File: src/rtl/stream_pkg.sv
// Shared stream types and default field widths used by the arbiter and
// the packet buffer.
package stream_pkg;

  typedef enum logic {
    STORE,
    CUT
  } buf_state_t;

  localparam int unsigned DATA_WIDTH = 8;
  localparam int unsigned QOS_WIDTH  = 4;

endpackage

File: src/rtl/stream_fifo_mem.sv
// Beat storage for the packet buffer: synchronous write, asynchronous read.
// The array is deliberately not reset.
module stream_fifo_mem #(
  parameter int unsigned DEPTH = 8,
  parameter int unsigned WIDTH = 14,
  localparam int unsigned AW = $clog2(DEPTH)
) (
  input  logic             clk,
  input  logic             we,
  input  logic [AW-1:0]    waddr,
  input  logic [WIDTH-1:0] wdata,
  input  logic [AW-1:0]    raddr,
  output logic [WIDTH-1:0] rdata
);

  logic [WIDTH-1:0] mem [DEPTH];

  always_ff @(posedge clk) begin
    if (we) begin
      mem[waddr] <= wdata;
    end
  end

  assign rdata = mem[raddr];

endmodule

File: src/rtl/stream_pkt_buffer.sv
// Store-and-forward packet buffer; releases a packet only once its last beat
// is resident, falling back to cut-through when a packet cannot fit.
module stream_pkt_buffer
  import stream_pkg::*;
#(
  parameter int unsigned T_DATA_WIDTH = DATA_WIDTH,
  parameter int unsigned T_QOS__WIDTH = QOS_WIDTH,
  parameter int unsigned T_ID___WIDTH = 1,
  parameter int unsigned DEPTH        = 8,
  localparam int unsigned PTR_W       = $clog2(DEPTH) + 1
) (
  input  logic                    clk,
  input  logic                    rst_n,
  input  logic [T_DATA_WIDTH-1:0] s_data_i,
  input  logic [T_QOS__WIDTH-1:0] s_qos_i,
  input  logic [T_ID___WIDTH-1:0] s_id_i,
  input  logic                    s_last_i,
  input  logic                    s_valid_i,
  output logic                    s_ready_o,
  output logic [T_DATA_WIDTH-1:0] m_data_o,
  output logic [T_QOS__WIDTH-1:0] m_qos_o,
  output logic [T_ID___WIDTH-1:0] m_id_o,
  output logic                    m_last_o,
  output logic                    m_valid_o,
  input  logic                    m_ready_i,
  output logic [PTR_W-1:0]        level_o,
  output logic [PTR_W-1:0]        pkt_cnt_o,
  output logic                    oversize_o
);

  localparam int unsigned AW      = PTR_W - 1;
  localparam int unsigned ENTRY_W = T_DATA_WIDTH + T_QOS__WIDTH + T_ID___WIDTH + 1;
  localparam logic [PTR_W-1:0] PtrOne = 1;

  logic [PTR_W-1:0] wr_ptr_q, rd_ptr_q, pkt_cnt_q;
  buf_state_t       state_q;

  logic empty, full, wr_en, rd_en, valid;
  logic [ENTRY_W-1:0]      wr_entry, rd_entry;
  logic [T_DATA_WIDTH-1:0] head_data;
  logic [T_QOS__WIDTH-1:0] head_qos;
  logic [T_ID___WIDTH-1:0] head_id;
  logic                    head_last;

  assign empty = (wr_ptr_q == rd_ptr_q);
  assign full  = (wr_ptr_q[AW] != rd_ptr_q[AW]) && (wr_ptr_q[AW-1:0] == rd_ptr_q[AW-1:0]);

  // A read only frees its slot for the following cycle; no write-through when full.
  assign s_ready_o = ~full;
  assign wr_en     = s_valid_i & ~full;

  assign valid = (state_q == CUT) ? ~empty : (pkt_cnt_q != '0);
  assign rd_en = valid & m_ready_i;

  assign wr_entry = {s_data_i, s_qos_i, s_id_i, s_last_i};
  assign {head_data, head_qos, head_id, head_last} = rd_entry;

  stream_fifo_mem #(
    .DEPTH(DEPTH),
    .WIDTH(ENTRY_W)
  ) u_mem (
    .clk  (clk),
    .we   (wr_en),
    .waddr(wr_ptr_q[AW-1:0]),
    .wdata(wr_entry),
    .raddr(rd_ptr_q[AW-1:0]),
    .rdata(rd_entry)
  );

  assign m_valid_o = valid;
  assign m_data_o  = valid ? head_data : '0;
  assign m_qos_o   = valid ? head_qos  : '0;
  assign m_id_o    = valid ? head_id   : '0;
  assign m_last_o  = valid & head_last;

  assign level_o   = wr_ptr_q - rd_ptr_q;
  assign pkt_cnt_o = pkt_cnt_q;

  // Full with no complete packet can never drain in store mode.
  assign oversize_o = (state_q == STORE) && full && (pkt_cnt_q == '0);

  always_ff @(posedge clk) begin
    if (!rst_n) begin
      wr_ptr_q  <= '0;
      rd_ptr_q  <= '0;
      pkt_cnt_q <= '0;
      state_q   <= STORE;
    end else begin
      if (wr_en) begin
        wr_ptr_q <= wr_ptr_q + PtrOne;
      end
      if (rd_en) begin
        rd_ptr_q <= rd_ptr_q + PtrOne;
      end

      if ((wr_en & s_last_i) && !(rd_en & head_last)) begin
        pkt_cnt_q <= pkt_cnt_q + PtrOne;
      end else if (!(wr_en & s_last_i) && (rd_en & head_last) && (pkt_cnt_q != '0)) begin
        pkt_cnt_q <= pkt_cnt_q - PtrOne;
      end

      unique case (state_q)
        STORE: if (full && (pkt_cnt_q == '0)) state_q <= CUT;
        CUT:   if (rd_en && head_last) state_q <= STORE;
        default: state_q <= STORE;
      endcase
    end
  end

endmodule

File: config.mk
export PLATFORM = sky130hd
export DESIGN_NAME = stream_pkt_buffer
export DESIGN_NICKNAME = d
export VERILOG_FILES = /design/src/rtl/stream_pkg.sv /design/src/rtl/stream_fifo_mem.sv /design/src/rtl/stream_pkt_buffer.sv
export SDC_FILE = /design/constraint.sdc
export NUM_CORES = 1
export LEC_CHECK = 0
export BUFFER_PORTS_ARGS = -buffer_cell sky130_fd_sc_hd__buf_2
export CAP_MARGIN = 10
export CELL_PAD_IN_SITES_DETAIL_PLACEMENT = 1
export CELL_PAD_IN_SITES_GLOBAL_PLACEMENT = 1
export CORE_MARGIN = 4
export CORE_UTILIZATION = 55
export DETAILED_ROUTE_END_ITERATION = 6
export GPL_ROUTABILITY_DRIVEN = 0
export GPL_TIMING_DRIVEN = 0
export PLACE_DENSITY_LB_ADDON = 0.15
export SKIP_CTS_REPAIR_TIMING = 1
export SYNTH_ARGS = -nofsm -noshare
export SYNTH_HDL_FRONTEND = slang
export SYNTH_HIERARCHICAL = 1
export SYNTH_SLANG_ARGS = --single-unit
File: constraint.sdc
create_clock -name clk -period 6.2 [get_ports clk]
set_input_delay 0.31 -clock clk [delete_from_list [all_inputs] [get_ports clk]]
set_output_delay 0.31 -clock clk [all_outputs]
set_load 0.01 [all_outputs]
==> impl_metrics.env <==
export IMPL_seqPwrFrac_pct=42.1
export IMPL_dieArea_um2=11300
export IMPL_leakage_nw=2.244
export IMPL_diodes=0
export IMPL_fin_util_pct=67.61
export IMPL_synthFlopType="edfxtp_1"
export IMPL_arrival_ns=4.06
export IMPL_nets=372
export IMPL_clock_power_share_pct=37.4
export IMPL_numPortBuffers=42
export IMPL_startpoint_type="register"
export IMPL_antenna_found_initial=0
export IMPL_intPower_mw=1.676
export IMPL_fp_dieW_um=106.3
export IMPL_netlist_instances=279
export IMPL_fin_crit_sh_pct=58.44
export IMPL_seq_area_um2=3623
export IMPL_max_freq_mhz=276.0
export IMPL_via_per_inst=5.807
export IMPL_routed_wirelength_mm=11.83
export IMPL_ys_seq_area_share_pct=68.17
export IMPL_setup_tns_ns=0
export IMPL_grt_pass1_vias=3016
export IMPL_mostFrequentLayoutCell="edfxtp_1"
export IMPL_grt_setup_unrepaired="no"
export IMPL_dp_cells=455
export IMPL_min_period_ns=3.623
export IMPL_cts_clk_slew_worst_paths_ns=0.06
export IMPL_reg2reg_depth=12
export IMPL_fillers=803
export IMPL_swShare_pct=27.73
export IMPL_cts_buffers_inserted=17
export IMPL_grt_pass1_wl_mm=18.08
export IMPL_combPwrFrac_pct=20.5
export IMPL_dr_total_vias=2828
export IMPL_worst_hold_path_type="in2reg"
export IMPL_yosysTopAreaCell="edfxtp_1"
export IMPL_start_util_pct=56.98
export IMPL_cp_max_fo=10
export IMPL_reg2reg_from="rd_ptr_q[2]$_SDFFE_PN0N_"
export IMPL_rrSetupSlack_ns=2.58
export IMPL_clock_sinks=125
export IMPL_powerDensity_nw_per_um2=367.8
export IMPL_slew_violations=0
export IMPL_synth_area_um2=5315
export IMPL_detail_route_antenna_nets=0
export IMPL_yosys_warnings=6
export IMPL_cts_buffer_depth=2
export IMPL_gr_usage_all_layers_pct=22.36
export IMPL_relSlewSlack_pct=32.94
export IMPL_root_buffer="clkbuf_8"
export IMPL_synth_edf_count=112
export IMPL_skew_ns=0.006556
export IMPL_startpoint="rd_ptr_q[2]$_SDFFE_PN0N_"
export IMPL_post_drt_wl_per_cell_um=24.29
export IMPL_firstDrtPassIters=4
export IMPL_drtIter0Drc=191
export IMPL_final_cells=487
export IMPL_synthToLayoutAreaGrowth_pct=18.64
export IMPL_cap_violations=0
export IMPL_ir_worst_vdd_mv=0.2201
export IMPL_grt_max_degree=17
export IMPL_setup_viol=0
export IMPL_outcome="finished clean"
export IMPL_remaining_drc_errors=0
export IMPL_cts_tree="built"
export IMPL_htree_levels=4
export IMPL_crit_type="reg2reg"
export IMPL_overflow=0
export IMPL_crit_end="pkt_cnt_o[3]$_SDFFE_PN0P_"
export IMPL_hold_viol=0
export IMPL_synth_seq_cells=125
export IMPL_drive_above_1_share_pct=32.12
export IMPL_worstMarginPinSlew_ns=1.005
export IMPL_multi_input_area_um2=1620
export IMPL_dp_hpwl_mm=7.618
export IMPL_synth_avg_cell_area_um2=19.05
export IMPL_io_pins=43
export IMPL_clk_latency_ns=0.50
export IMPL_p_switching_mw=0.6432
export IMPL_die_y_um=106.3
export IMPL_rr_endpoint="pkt_cnt_o[3]$_SDFFE_PN0P_"
export IMPL_row_count=35
export IMPL_final_cell_mix="112 x edfxtp_1, 44 x buf_2, 25 x mux4_1"
export IMPL_critPathRequiredTime_ns=6.64
export IMPL_postSynth_asyncResetShare_pct=0
export IMPL_syn_num_nets=306
export IMPL_synth_cell_types=37
export IMPL_synth_area_leaders="edfxtp_1 63%, mux4_1 12%, dfxtp_1 4.9%, mux2_2 3.0%, and2_1 2.5%"
export IMPL_synth_top_area_share_pct=63.28
export IMPL_coreArea_um2=9328
export IMPL_endpoint_kind="register"
cell families (layout without fill, tap and decap cells):
group / count (synthesis) / after routing / share of synthesized area [%]
adder cells (fa/ha/maj): 9 / 9 / 2.401
AO/OA/AOI/OAI: 14 / 14 / 2.636
XOR/XNOR: 10 / 10 / 1.789
AND/OR/NAND/NOR: 56 / 56 / 5.838
flip-flops: 125 / 125 / 68.17
multiplexers: 46 / 46 / 17.35
buffers and inverters: 19 / 98 / 1.813
synthesized netlist by cell type, types with 4 or more instances:
cell,count
and2_1,21
nor2_1,9
mux2i_1,4
mux2_2,14
nand2b_1,4
dfxtp_1,13
xnor2_1,8
a21oi_1,4
inv_1,10
edfxtp_1,112
ha_1,7
nand2_1,8
mux4_1,25
power by group through the flow:
| stage | logic [mW] | clock network [mW] | registers, mW |
|---|---|---|---|
| 3_3_place_gp | 0.456 | 0 | 0.989 |
| 5_1_grt | 0.516 | 0.925 | 0.979 |
| 3_5_place_dp | 0.478 | 0 | 0.993 |
| 2_1_floorplan | 0.316 | 0 | 0.987 |
| 4_1_cts | 0.483 | 0.882 | 0.976 |
| 6_report | 0.476 | 0.868 | 0.976 |
how the worst min path moves through the flow:
stage / from / slack (ns) / endpoint / cells after the start
finish: s_data_i[5] / 0.07 / u_mem/mem[4][11]$_DFFE_PP_ / 1
global route: s_data_i[5] / 0.07 / u_mem/mem[3][11]$_DFFE_PP_ / 1
CTS: s_data_i[5] / 0.05 / u_mem/mem[4][11]$_DFFE_PP_ / 1
detailed placement: pkt_cnt_o[3]$_SDFFE_PN0P_ / 0.52 / pkt_cnt_o[3]$_SDFFE_PN0P_ / 2
global placement: pkt_cnt_o[3]$_SDFFE_PN0P_ / 0.50 / pkt_cnt_o[3]$_SDFFE_PN0P_ / 2
floorplan: s_last_i / 0.41 / u_mem/mem[0][0]$_DFFE_PP_ / 0
critical path, cell delays in order, from the launching register on:
cell	delay (ns)
dfxtp_1	0.39
clkbuf_1	0.52
buf_2	0.38
mux4_2	0.35
mux2_2	0.30
o211ai_2	0.12
o211a_1	0.30
inv_1	0.12
ha_1	0.28
a21o_1	0.17
a21oi_1	0.18
mux2i_1	0.24
mux2i_1	0.19
per-layer routing:
metal  part of all wire (%)  GRT usage, %
met1                     42         29.31
met2                     53         38.28
met3                    3.9         4.432
met4                    1.1         6.290
met5                      0             0
sequential cells by signal, indices dropped and copies added, names as in the netlist:
name and cells:
state_q 1, wr_ptr_q 4, pkt_cnt_o 4, u_mem/mem 112
rd_ptr_q 4
cell type report:
type | count | area share (%)
plain buffers | 9 | 0.9325
repair buffers | 47 | 4.345
inverters | 10 | 0.5952
clock buffers | 17 | 6.567
well taps | 129 | 2.560
flip-flops and latches | 125 | 57.46
clock inverters | 15 | 1.845
multi-input cells | 135 | 25.69
stage by stage:
stage | worst slack (ns) | area (um^2) | total power [mW] | hold WS (ns)
after floorplan | 3.210 | 5315 | 1.303 | 0.4089
after global placement | 2.124 | 5687 | 1.445 | 0.4960
after detailed placement | 2.570 | 5776 | 1.471 | 0.5170
after CTS | 2.529 | 6306 | 2.342 | 0.05173
after global routing | 2.239 | 6306 | 2.420 | 0.06504
final | 2.577 | 6306 | 2.319 | 0.07034
Power figures use the tool's default switching activity.
